$ cat src/rtl/mult_unit_if.sv
// Execute-stage multiplier port bundle.
// Pipeline side is master, mult_unit is slave.
interface mult_unit_if #(
  parameter int WIDTH = 32
);
  logic             start_multE;
  logic             signed_multE;
  logic [WIDTH-1:0] srcaE;
  logic [WIDTH-1:0] srcbE;
  logic             hi_weE;
  logic             lo_weE;
  logic [WIDTH-1:0] wdataE;
  logic             busy_multE;
  logic             done_mult;
  logic [WIDTH-1:0] hi;
  logic [WIDTH-1:0] lo;

  modport master (
    output start_multE, signed_multE,
    output srcaE, srcbE,
    output hi_weE, lo_weE, wdataE,
    input  busy_multE, done_mult,
    input  hi, lo
  );

  modport slave (
    input  start_multE, signed_multE,
    input  srcaE, srcbE,
    input  hi_weE, lo_weE, wdataE,
    output busy_multE, done_mult,
    output hi, lo
  );
endinterface

$ cat src/rtl/mult_unit.sv
// Iterative shift-add multiplier owning HI/LO.
// MULT_EARLY_TERM_EN: finish once the multiplier is exhausted.
module mult_unit #(
  parameter int WIDTH = 32
) (
  input logic       clk,
  input logic       reset,
  mult_unit_if.slave bus
);
  localparam int CW = $clog2(WIDTH + 1);

  typedef enum logic {IDLE, RUN} state_t;

  state_t             state, state_n;
  logic [2*WIDTH-1:0] acc, acc_n;
  logic [2*WIDTH-1:0] mcand, mcand_n;
  logic [WIDTH-1:0]   mplr, mplr_n;
  logic [CW-1:0]      count, count_n;
  logic               neg, neg_n;
  logic [WIDTH-1:0]   hi_q, hi_n;
  logic [WIDTH-1:0]   lo_q, lo_n;
  logic               done_q, done_n;

  logic [2*WIDTH-1:0] sum;
  logic [2*WIDTH-1:0] prod;
  logic [WIDTH-1:0]   abs_a;
  logic [WIDTH-1:0]   abs_b;
  logic               last;
  logic               sa, sb;

  always_ff @(posedge clk) begin
    if (reset) begin
      state  <= IDLE;
      acc    <= '0;
      mcand  <= '0;
      mplr   <= '0;
      count  <= '0;
      neg    <= 1'b0;
      hi_q   <= '0;
      lo_q   <= '0;
      done_q <= 1'b0;
    end else begin
      state  <= state_n;
      acc    <= acc_n;
      mcand  <= mcand_n;
      mplr   <= mplr_n;
      count  <= count_n;
      neg    <= neg_n;
      hi_q   <= hi_n;
      lo_q   <= lo_n;
      done_q <= done_n;
    end
  end

  always_comb begin
    state_n = state;
    acc_n   = acc;
    mcand_n = mcand;
    mplr_n  = mplr;
    count_n = count;
    neg_n   = neg;
    hi_n    = hi_q;
    lo_n    = lo_q;
    done_n  = 1'b0;

    sa    = bus.signed_multE & bus.srcaE[WIDTH-1];
    sb    = bus.signed_multE & bus.srcbE[WIDTH-1];
    // Most negative value maps to itself, read as unsigned.
    abs_a = sa ? -bus.srcaE : bus.srcaE;
    abs_b = sb ? -bus.srcbE : bus.srcbE;

    sum  = acc + (mplr[0] ? mcand : '0);
    prod = neg ? -sum : sum;
    last = (count == CW'(1));
`ifdef MULT_EARLY_TERM_EN
    last = last | (mplr[WIDTH-1:1] == '0);
`endif

    unique case (state)
      IDLE: begin
        if (bus.start_multE) begin
          mcand_n = {{WIDTH{1'b0}}, abs_a};
          mplr_n  = abs_b;
          neg_n   = sa ^ sb;
          acc_n   = '0;
          count_n = CW'(WIDTH);
          state_n = RUN;
        end else begin
          if (bus.hi_weE) hi_n = bus.wdataE;
          if (bus.lo_weE) lo_n = bus.wdataE;
        end
      end
      RUN: begin
        acc_n   = sum;
        mcand_n = mcand << 1;
        mplr_n  = mplr >> 1;
        count_n = count - CW'(1);
        if (last) begin
          {hi_n, lo_n} = prod;
          done_n  = 1'b1;
          state_n = IDLE;
        end
      end
      default: state_n = IDLE;
    endcase
  end

  assign bus.busy_multE = (state == RUN);
  assign bus.done_mult  = done_q;
  assign bus.hi         = hi_q;
  assign bus.lo         = lo_q;
endmodule

$ cat src/flat_wrapper.sv
// flat-port wrapper written by rule: the top's interface ports become plain ports
module mult_unit_flat 
#(
  parameter int WIDTH = 32
)
  (clk, reset, bus_start_multE, bus_signed_multE, bus_srcaE, bus_srcbE, bus_hi_weE, bus_lo_weE, bus_wdataE, bus_busy_multE, bus_done_mult, bus_hi, bus_lo);
  mult_unit_if #(.WIDTH(WIDTH)) bus_i ();
  input logic clk;
  input logic reset;
  input wire logic [$bits(bus_i.start_multE)-1:0] bus_start_multE;
  input wire logic [$bits(bus_i.signed_multE)-1:0] bus_signed_multE;
  input wire logic [$bits(bus_i.srcaE)-1:0] bus_srcaE;
  input wire logic [$bits(bus_i.srcbE)-1:0] bus_srcbE;
  input wire logic [$bits(bus_i.hi_weE)-1:0] bus_hi_weE;
  input wire logic [$bits(bus_i.lo_weE)-1:0] bus_lo_weE;
  input wire logic [$bits(bus_i.wdataE)-1:0] bus_wdataE;
  output wire logic [$bits(bus_i.busy_multE)-1:0] bus_busy_multE;
  output wire logic [$bits(bus_i.done_mult)-1:0] bus_done_mult;
  output wire logic [$bits(bus_i.hi)-1:0] bus_hi;
  output wire logic [$bits(bus_i.lo)-1:0] bus_lo;
  assign bus_i.start_multE = bus_start_multE;
  assign bus_i.signed_multE = bus_signed_multE;
  assign bus_i.srcaE = bus_srcaE;
  assign bus_i.srcbE = bus_srcbE;
  assign bus_i.hi_weE = bus_hi_weE;
  assign bus_i.lo_weE = bus_lo_weE;
  assign bus_i.wdataE = bus_wdataE;
  assign bus_busy_multE = bus_i.busy_multE;
  assign bus_done_mult = bus_i.done_mult;
  assign bus_hi = bus_i.hi;
  assign bus_lo = bus_i.lo;
  mult_unit #(.WIDTH(WIDTH)) u_core (.clk(clk), .reset(reset), .bus(bus_i));
endmodule
$ cat config.mk
export PLATFORM = sky130hd
export DESIGN_NAME = mult_unit_flat
export DESIGN_NICKNAME = d
export VERILOG_FILES = /design/src/rtl/mult_unit_if.sv /design/src/rtl/mult_unit.sv /design/src/flat_wrapper.sv
export SDC_FILE = /design/constraint.sdc
export NUM_CORES = 1
export LEC_CHECK = 0
export ABC_AREA = 1
export CAP_MARGIN = 20
export CORE_MARGIN = 2
export CORE_UTILIZATION = 50
export CTS_CLUSTER_SIZE = 14
export DETAILED_ROUTE_END_ITERATION = 8
export PLACE_DENSITY = 0.7
export SYNTH_ARGS = -nofsm -noshare
export SYNTH_HDL_FRONTEND = slang
export SYNTH_SLANG_ARGS = --single-unit
$ cat constraint.sdc
create_clock -name clk -period 4.3 [get_ports clk]
set_input_delay 0.43 -clock clk [delete_from_list [all_inputs] [get_ports clk]]
set_output_delay 0.43 -clock clk [all_outputs]
set_load 0.01 [all_outputs]
Word-level counts from Yosys, hierarchy flattened
Index checks and enable logic that the tools add are counted.

Bitwise operators: 4. $add $sub $neg: 5. Multiplexer cells: 24. Eq/ne operators: 6. Reductions and logical operators: 4.

Operators with widths (number): two-way mux 32 bit (9); two-way mux 64 bit (4); one-hot mux 64 bit (2 select lines) (2); one-hot mux 32 bit (2 select lines) (3); adder 64 bit (1); negation 32 bit (2); negation 64 bit (1); one-hot mux 6 bit (2 select lines) (1); != test 2 bit, second input constant (5); equality test 6 x 1 -> 1 bit, second input constant (1); two-way mux 6 bit (1); AND reduction 3 bit (2); subtractor 6 x 1 -> 6 bit, second input constant (1); two-way mux 1 bit (3); AND 1 bit (2); one-hot mux 1 bit (2 select lines) (1); AND reduction 2 bit (1); OR reduction 2 bit (1); inverter 1 bit (1); bitwise XOR 1 bit (1).

Register bits: 233. Output and inout port bits: 66. Input port bits: 102. Logic and storage cells: 52.

Logic depth before layout (Yosys ltp)
Word-level depth: 6. Depth in mapped cells: 31. Gate-level depth less buffers: 29.

Least setup slack after synthesis
No wires, ideal clock.

Kind: reg2reg. Start point: register u_core.mplr[0]. End point: register u_core.hi_q[18], in the netlist u_core.bus.hi[18]. Setup slack: 785 ps. Arrival time: 3402 ps. Data required time: 4186 ps. Clock period less this slack: 3515 ps. Library setup time: 114 ps. Stages on the path, launching flop included: 26. Path buffers: 2. Path through: dfxtp_1 -> clkbuf_1 -> clkbuf_1 -> nand2_1 -> inv_1 -> ha_1 -> inv_1 -> fa_1 -> ha_1 -> nand2_1 -> inv_1 -> nand3_1 -> nor2_1 -> nand2_1 -> nor2_4 -> nand2_4 -> nor2_4 -> nand3_4 -> nor2_8 -> nand4_4 -> nor2_2 -> nand2_1 -> nand3_1 -> nand2_1 -> o21bai_1 -> inv_1.

Cells in the longest elaborated chain, start to end: 6.

Ends and longest elaborated chain: start: declaration (RTL line mult_unit.sv:17) `logic [WIDTH-1:0] mplr, mplr_n;`; start signal: assignment (RTL line mult_unit.sv:46) `mplr <= mplr_n;`; two-way mux 64 bit * (RTL line mult_unit.sv:72) `sum = acc + (mplr[0] ? mcand : '0);`; adder 64 bit * (RTL line mult_unit.sv:72); negation 64 bit (RTL line mult_unit.sv:73) `prod = neg ? -sum : sum;`; two-way mux 64 bit * (RTL line mult_unit.sv:73); two-way mux 32 bit * (RTL line mult_unit.sv:98) `if (last) begin`; one-hot mux 32 bit (2 select lines) * (RTL line mult_unit.sv:79) `unique case (state)`; end signal: assignment (RTL line mult_unit.sv:49) `hi_q <= hi_n;`; end: declaration (RTL line mult_unit.sv:20) `logic [WIDTH-1:0] hi_q, hi_n;`.

Every way passes the cells marked *; elsewhere a longest branch is shown, timed or not. The select of a mux whose other input is x is not followed. A chain may end at the register's enable or synchronous reset.

Final worst setup path
Start point: register u_core.mplr[0]. End point: register u_core.hi_q[19], in the netlist u_core.bus.hi[19].

The elaborated chain is that of the path after synthesis.

==> flow_metrics.tcl <==
set metrics [dict create \
    status "completed" \
    place_hpwl_um 67500 \
    ant_nets 0 \
    finalCritPeriodShare_pct 95.4 \
    grt_max_degree 168 \
    synth_nets 3801 \
    insertion_delay_ns 0.58 \
    tns_ns 0 \
    die_x_um 204 \
    synth-xor-area-share_pct 0.480 \
    met3_length_um 11000 \
    cts_tree "yes" \
    setup_viol 0 \
    synth_edf_count 0 \
    boundaryPins 168 \
    syn-mean-instance-area_um2 5.53 \
    dr.first_iter.drc_count 3108 \
    leakage_uw 0.0120 \
    clockBufferDepth 3 \
    hold_viol_final 0 \
    startpoint_type "flip-flop" \
    met2_length_um 34700 \
    required_ns 4.76 \
    highest_layer "met4" \
    cts_max_level 1 \
    slew_headroom_pct 32.7 \
    rows 73 \
    synth_compound_area_share_pct 13.6 \
    dp_worst_setup_slack_ns 0.116 \
    layout_common_cells "nand2_1 (1313), inv_1 (600), nor2_1 (290)" \
    netlist_area_um2 20100 \
    post_cts_buffers 0 \
    antenna_found_initial 0 \
    fmax_ghz 0.244 \
    yosysWarnings 0 \
    rsz0062_at_grt "no" \
    yosys-top-cells-area "nand2_1 (25%), dfxtp_1 (23%), inv_1 (11%)" \
    grt_pass1_vias 22100 \
    worstHoldPathType "primary input to flip-flop" \
    syn_to_final_growth_pct 15.5 \
    cts-buffers-inserted 28 \
    arrival_ns 4.56 \
    finalClockSkew_ns 0.0176 \
    muxShareOfSynthArea_pct 0 \
    final_layout_size_suffix_gt1_share_pct 5.96 \
    critPathKind "flip-flop to flip-flop" \
    finalWorstSetupSlack_ns 0.197 \
    yosys.area.top_type_share_pct 24.6 \
    cts_root_buffer "clkbuf_16" \
    drv_slew 0 \
    wl_met1_um 35700 \
    synthFlopType "dfxtp_1" \
    drc 0 \
    grt_pass1_wl_um 127000 \
    syn-instance-count 3630 \
    dieArea_um2 41800 \
    wl_um 84900 \
    die_h_um 204 \
    antenna_cells 0 \
    nets 3906 \
    synthAdderAreaFrac_pct 4.34 \
    crit_fanout 12 \
    critPathCaptureType "flip-flop" \
    vias_per_cell 5.68 \
    place_congestion 1.04 \
    multi_input_area_um2 12600 \
    clock_sinks 233 \
    dr.pass1.iters 7 \
    fillers 4019 \
    synth_top_cell_by_area "nand2_1" \
    fin_crit_ns 4.10 \
    ys_seq_area_share_pct 23.2 \
    ir_drop_mv 0.245 \
    vias 24300 \
    synth.distinct_cells 55 \
    synthArstFlopShare_pct 0 \
    start_util_pct 50.6 \
    mostFrequentLayoutCell "nand2_1" \
    worstMarginPinSlew_ns 1.00 \
    clkTransAtPathRegs_ns 0.06 \
    core-area_um2 39600 \
    cts.hold.buffers_added 0 \
    max_cap_viol_count 0 \
    seq_area_um2 4670 \
    post_drt_wl_per_cell_um 19.8 \
    yosys_register_bits 233 \
    synth_top_family_by_area "simple AND/OR/NAND/NOR gates" \
    grt-ovfl-total 0 \
    synthSimpleGateAreaFrac_pct 44.4 \
    p_per_area_nw_per_um2 268 \
    io_buffers 167 \
    gr-usage-all-layers_pct 39.8 \
]
==> worst paths after layout <==
kind               startpoint           endpoint  slack, ns  cells past startpoint
max            u_core.mplr[0]  u_core.bus.hi[19]       0.20                     21
min                     reset  u_core.bus.hi[19]       0.23                      4
max reg2reg    u_core.mplr[0]  u_core.bus.hi[19]       0.20                     21
min reg2reg  u_core.mcand[63]   u_core.mcand[63]       0.46                      2
==> cells by family (layout without fill, tap and decap cells) <==
kind of cell,after synthesis,count (layout)
DFF,233,233
buffers and inverters,738,865
adders and majority gates,69,69
AOI/OAI and AO/OA,490,490
xor gates and xnor gates,11,11
and+or+nand+nor,2089,2089
==> layout make-up <==
| cell class | count | area share, % |
|---|---|---|
| clock buffer | 36 | 3.42 |
| clock inverter | 16 | 0.853 |
| inverter | 628 | 10.2 |
| multi-input combinational | 2659 | 54.6 |
| sequential | 233 | 20.2 |
| tap | 525 | 2.83 |
| timing repair buffer | 185 | 8.01 |
==> metrics by stage <==
stage                     total power, uW  hold WS (ns)  instance area, um^2  utilization, %  instances
after floorplan                      3080         0.436                20100               -       3630
after global placement               3600         0.449                22100            55.9       4229
after detailed placement             3620         0.458                22100            55.9       4229
after CTS                            6180         0.466                23100            58.4       4281
after global routing                 6390         0.267                23200            58.5       4282
final                                6220         0.232                23200            58.5       4282
==> worst max-delay path, cell delays in order, from the launching register on <==
cell	delay, ns
dfxtp_4	0.38
buf_6	0.16
nand2_1	0.17
inv_1	0.06
ha_1	0.39
nand2_1	0.14
inv_2	0.07
nand2_1	0.06
nor2_2	0.27
nand4_1	0.16
nand3_1	0.34
nand2_1	0.09
nand2_1	0.21
nand2_1	0.18
nor2_1	0.16
nand4_1	0.16
nor2_1	0.28
nand2_1	0.13
nor2_2	0.17
nand2_1	0.11
a21oi_1	0.18
a21oi_1	0.09
==> where the power goes <==
part / leakage, uW / switching [uW] / internal [uW] / total [uW]
clock: 0.000492 / 1050 / 1540 / 2600
sequential: 0.00190 / 104 / 2260 / 2370
combinational: 0.00964 / 810 / 443 / 1250
total: 0.0120 / 1970 / 4250 / 6220
==> synthesized netlist by cell type (2+ instances only) <==
library cell	number
nor2_1	294
buf_2	4
clkinv_1	5
inv_1	602
dfxtp_1	233
inv_2	21
a21oi_2	2
a21o_1	4
a211oi_1	3
nand3b_1	19
nor4_1	10
a31o_2	2
ha_1	68
o2111ai_1	2
or2_2	11
nor2_4	11
a41oi_1	2
nand2_2	44
xnor2_1	6
buf_1	17
o31ai_1	7
nand3_2	13
nor3_2	2
o21ai_0	124
a31oi_1	74
and2_1	2
nor2_2	30
buf_4	3
o21bai_1	10
a22oi_1	4
o21ai_1	10
nor3_1	34
nand2_4	6
o211ai_1	13
a21oi_1	215
nand3_1	250
nand2_1	1314
o22ai_1	3
a22o_1	4
o221ai_1	7
nand4_1	43
clkbuf_1	85
xor2_1	5
==> sequential cells by signal, indices dropped and copies added, names as in the netlist <==
name,count
u_core.acc,64
u_core.mcand,64
u_core.bus.hi,32
u_core.bus.lo,32
u_core.mplr,32
u_core.count,6
u_core.bus.busy_multE,1
u_core.bus.done_mult,1
u_core.neg,1
==> per-layer routing <==
metal	global-route usage, %	vias to the layer above
li1	-	11600
met1	55.7	11100
met2	58.8	1455
met3	9.34	169
met4	15.3	0
met5	0	-
==> what timing repair did <==
item / in CTS / in global routing
resized for setup: 0 / 8
hold endpoints to repair: 0 / 0
endpoints found under the setup margin: 0 / 29
No activity file was read; power rests on OpenSTA's default activity.
